$ cat src/rtl/gpio_input_conditioner.sv
// GPIO input conditioner: per-pin synchronizer and debounce filter, edge capture
// with selectable polarity, masked level interrupt, 4-word Avalon-MM register slave.
module gpio_input_conditioner #(
    parameter int unsigned WIDTH           = 28,
    parameter int unsigned SYNC_STAGES     = 2,
    parameter int unsigned DEBOUNCE_CYCLES = 4
) (
    input  logic             clk,
    input  logic             reset_n,
    input  logic [WIDTH-1:0] pin_in,
    input  logic [1:0]       address,
    input  logic             chipselect,
    input  logic             write_n,
    input  logic [31:0]      writedata,
    output logic [31:0]      readdata,
    output logic             irq
);

    localparam int unsigned CNT_W = (DEBOUNCE_CYCLES > 1) ? $clog2(DEBOUNCE_CYCLES) : 1;
    localparam logic [CNT_W-1:0] CNT_MAX = CNT_W'(DEBOUNCE_CYCLES - 1);

    localparam logic [1:0] ADDR_STATE   = 2'd0;
    localparam logic [1:0] ADDR_EDGECAP = 2'd1;
    localparam logic [1:0] ADDR_IRQMASK = 2'd2;
    localparam logic [1:0] ADDR_EDGESEL = 2'd3;

    logic [WIDTH-1:0] sync_q [SYNC_STAGES];
    logic [WIDTH-1:0] sync_d [SYNC_STAGES];
    logic [CNT_W-1:0] cnt_q  [WIDTH];
    logic [CNT_W-1:0] cnt_d  [WIDTH];
    logic [WIDTH-1:0] stable_q, stable_d;
    logic [WIDTH-1:0] edgecap_q, edgecap_d;
    logic [WIDTH-1:0] irqmask_q, irqmask_d;
    logic [WIDTH-1:0] edgesel_q, edgesel_d;
    logic [31:0]      readdata_q, readdata_d;
    logic             irq_q, irq_d;

    logic [WIDTH-1:0] sync_out;
    logic [WIDTH-1:0] accept;
    logic [WIDTH-1:0] cap_set;
    logic [WIDTH-1:0] cap_clr;
    logic             wr_en;

    // Synchronizer shift chain
    always_comb begin
        sync_d[0] = pin_in;
        for (int s = 1; s < int'(SYNC_STAGES); s++) begin
            sync_d[s] = sync_q[s-1];
        end
    end

    assign sync_out = sync_q[SYNC_STAGES-1];

    // Per-bit debounce: a change is accepted only after persisting DEBOUNCE_CYCLES edges
    always_comb begin
        stable_d = stable_q;
        accept   = '0;
        for (int i = 0; i < int'(WIDTH); i++) begin
            cnt_d[i] = cnt_q[i];
            if (sync_out[i] == stable_q[i]) begin
                cnt_d[i] = '0;
            end else if (cnt_q[i] == CNT_MAX) begin
                stable_d[i] = sync_out[i];
                cnt_d[i]    = '0;
                accept[i]   = 1'b1;
            end else begin
                cnt_d[i] = cnt_q[i] + CNT_W'(1);
            end
        end
    end

    // Register file, edge capture (set beats clear) and read mux
    always_comb begin
        wr_en     = chipselect && !write_n;
        cap_set   = (accept & ~stable_q & ~edgesel_q) | (accept & stable_q & edgesel_q);
        cap_clr   = (wr_en && (address == ADDR_EDGECAP)) ? writedata[WIDTH-1:0] : '0;
        edgecap_d = (edgecap_q & ~cap_clr) | cap_set;
        irqmask_d = (wr_en && (address == ADDR_IRQMASK)) ? writedata[WIDTH-1:0] : irqmask_q;
        edgesel_d = (wr_en && (address == ADDR_EDGESEL)) ? writedata[WIDTH-1:0] : edgesel_q;
        irq_d     = |(edgecap_q & irqmask_q);
        case (address)
            ADDR_STATE:   readdata_d = 32'(stable_q);
            ADDR_EDGECAP: readdata_d = 32'(edgecap_q);
            ADDR_IRQMASK: readdata_d = 32'(irqmask_q);
            default:      readdata_d = 32'(edgesel_q);
        endcase
    end

    always_ff @(posedge clk or negedge reset_n) begin
        if (!reset_n) begin
            for (int s = 0; s < int'(SYNC_STAGES); s++) begin
                sync_q[s] <= '0;
            end
            for (int i = 0; i < int'(WIDTH); i++) begin
                cnt_q[i] <= '0;
            end
            stable_q   <= '0;
            edgecap_q  <= '0;
            irqmask_q  <= '0;
            edgesel_q  <= '0;
            readdata_q <= '0;
            irq_q      <= 1'b0;
        end else begin
            for (int s = 0; s < int'(SYNC_STAGES); s++) begin
                sync_q[s] <= sync_d[s];
            end
            for (int i = 0; i < int'(WIDTH); i++) begin
                cnt_q[i] <= cnt_d[i];
            end
            stable_q   <= stable_d;
            edgecap_q  <= edgecap_d;
            irqmask_q  <= irqmask_d;
            edgesel_q  <= edgesel_d;
            readdata_q <= readdata_d;
            irq_q      <= irq_d;
        end
    end

    assign readdata = readdata_q;
    assign irq      = irq_q;

    // Upper write-data bits have no storage behind them
    if (WIDTH < 32) begin : g_wdata_hi
        logic unused_wdata_hi;
        assign unused_wdata_hi = ^writedata[31:WIDTH];
    end

endmodule

$ cat config.mk
export PLATFORM = sky130hd
export DESIGN_NAME = gpio_input_conditioner
export DESIGN_NICKNAME = d
export VERILOG_FILES = /design/src/rtl/gpio_input_conditioner.sv
export SDC_FILE = /design/constraint.sdc
export NUM_CORES = 1
export LEC_CHECK = 0
export CAP_MARGIN = 10
export CORE_MARGIN = 1
export CORE_UTILIZATION = 50
export DETAILED_ROUTE_END_ITERATION = 6
export DONT_BUFFER_PORTS = 1
export PLACE_DENSITY_LB_ADDON = 0.12
export SKIP_LAST_GASP = 1
export SLEW_MARGIN = 20
export SYNTH_ARGS = -nofsm -noshare
export SYNTH_HDL_FRONTEND = slang
export SYNTH_SLANG_ARGS = --single-unit
$ cat constraint.sdc
create_clock -name clk -period 1.54 [get_ports clk]
set_input_delay 0 -clock clk [delete_from_list [all_inputs] [get_ports clk]]
set_output_delay 0 -clock clk [all_outputs]
set_load 0.005 [all_outputs]
==> impl_metrics.ini <==
[sta]
fmax_mhz = 664
fin_crit_ps = 1510
fin_ws_ps = 33.7
skew_ps = 14.7
whs_ps = -817
drv_slew = 0
setup_violations = 0
hold_viol = 253
fin_setup_tns_ps = 0
finalCritPeriodShare_pct = 97.8

[floorplanning]
io_pins = 99
die_y_um = 144
start_util_pct = 51.2
dieArea_um2 = 20600
rows = 51
die_width_um = 144
core_um2 = 19600

[yosys]
yosysTopAreaCellShare_pct = 63.1
synth-seq-cells = 253
synthTopCellsByArea = dfrtp_1 (63%), mux2_2 (6.5%), mux4_2 (6.3%)
post-synth-top-area-cell = dfrtp_1
ys_warn_count = 0
ys.flop_type = dfrtp_1
synth_cell_types = 22
synth_edf_count = 0
synth_commonest_cells = dfrtp_1 (253), mux2_2 (58), nand2_1 (57)
postSynthCellCount = 659
synth.avg_cell_area_um2 = 15.2
yosysSeqAreaShare_pct = 63.1
syn_area_um2 = 10000
synthMostInstantiatedCell = dfrtp_1
async_flop_share_pct = 100

[critical_path]
critPathCaptureType = register
path_buf_inv = 0
crit_type = reg -> reg
critical_path.top_delay_family = simple AND/OR/NAND/NOR gates
cp_max_fo = 3
rr_worst_depth = 3
critPathMaxStageDelay_ps = 550
rrSetupSlack_ps = 30
critPathLaunchType = register
path_cells = a22oi_2 -> nand4_1 -> or4_1
critPathRequiredTime_ps = 1920
r2r-end = irq$_DFF_PN0_
critPathArrivalTime_ps = 1890
setup.worst_path.start = irqmask_q[25]$_DFFE_PN0P_
rr_startpoint = irqmask_q[25]$_DFFE_PN0P_
slowest_stage = or4_1

[clock_tree]
clk_pin_slew_ps = 60
clk_latency_ps = 530
clk_path_buf_depth = 3
htree_levels = 1
cts_buffers = 27
cts_root_buf = clkbuf_16
cts.sinks = 253
cts_tree = done

[drt]
detail_route.iter0.violations = 257
drc_errors = 0
vias_per_cell = 5.42
vias = 5589
ant_nets = 0
dr.pass1.iters = 4
wl_per_cell_um = 17.9
postRouteWirelength_um = 18500

[finish]
drive_gt1_share_pct = 21.1
final_area_um2 = 11900
syn_to_final_growth_pct = 18.9
n_antenna_cell = 0
utilization_pct = 60.9
fin_nets = 842

[placed_design]
gp_congestion = 0.760
portBuffers = 0
place_area_um2 = 10300
hpwl_um = 11000
pre_cts_slack_ps = -24.9

[global_routing]
antenna_found_initial = 0
grt_pass1_wl_um = 30400
grt.total_usage_pct = 19.1
gr-total-overflow = 0
grt_max_degree = 254
grt_pass1_vias = 5865

[flow_run]
cap_violations = 0

[pwr]
ir_drop_mv = 1.04
p_leak_uw = 0.00522
power_density_nw_per_um2 = 1740

[outcome]
violations = negative hold slack
status = finished, violations left

[min_path]
hp-class = in -> async
registers in the layout (all words and copies together) (netlist names), 28 cells and up:
name,cells
sync_d,28
sync_out,28
stable_q,28
readdata,28
edgecap_q,28
irqmask_q,28
cnt_q,56
edgesel_q,28
worst register-to-register path, delay by kind of cell, from the launching register on:
family | cells | cell delay (ps)
and+or+nand+nor | 2 | 720
DFF | 1 | 410
AOI/OAI and AO/OA | 1 | 220
stage by stage:
stage | instances | power, uW
global placement | 913 | 14000
detailed placement | 913 | 14300
finish | 1031 | 20700
global route | 1031 | 22000
CTS | 1030 | 21000
floorplan | 662 | 13300
where the power goes:
| part | total [uW] | switching (uW) | internal (uW) |
|---|---|---|---|
| combinational | 4230 | 1500 | 2720 |
| sequential | 10300 | 1600 | 8660 |
| clock | 6250 | 2490 | 3760 |
metal layers:
layer / global-route usage (%) / vias up / part of all wire, %
li1: - / 2561 / -
met1: 24.7 / 2880 / 43
met4: 5.77 / 0 / 2.2
met2: 32.2 / 115 / 50
met5: 0 / - / 0
met3: 4.10 / 33 / 4.7
final cells by class:
class / count / area, um^2
flip-flops and latches: 253 / 6330
clock buffers: 39 / 801
fillers: 1491 / 7660
well taps: 265 / 332
repair buffers: 76 / 813
clock inverters: 8 / 75.1
multi-input cells: 390 / 3580
placed cells by master (no fill, tap or decap), types with 57 or more instances in the layout:
cell type	n
mux2_2	58
dfrtp_1	253
nand2_1	57
dlygate4sd3_1	69
cells by family after synthesis:
logic type / Yosys count / share of synthesized area [%]
and+or+nand+nor: 148 / 7.62
other: 1 / 0.0374
muxes: 112 / 16.5
DFF: 253 / 63.1
AOI/OAI and AO/OA: 70 / 5.24
buffers and inverters: 19 / 1.62
xor gates and xnor gates: 28 / 2.44
adders and majority gates: 28 / 3.49
how the worst max path moves through the flow:
| stage | to | slack (ps) | depth (start not counted) |
|---|---|---|---|
| after global routing | irq$_DFF_PN0_ | -30 | 3 |
| after CTS | irq$_DFF_PN0_ | 5 | 3 |
| after detailed placement | irq$_DFF_PN0_ | -20 | 3 |
| final | irq$_DFF_PN0_ | 30 | 3 |
| after floorplan | irq$_DFF_PN0_ | 280 | 3 |
| after global placement | irq$_DFF_PN0_ | 2 | 3 |
timing repair:
item / CTS / global route
endpoints found under the setup margin: 1 / 1
hold buffers: 70 / 1
gates resized for setup: 2 / 3
endpoints found under the hold margin: 393 / 254
buffers inserted: 0 / 0
pin swaps: 0 / 1
No activity file was read; power rests on OpenSTA's default activity.
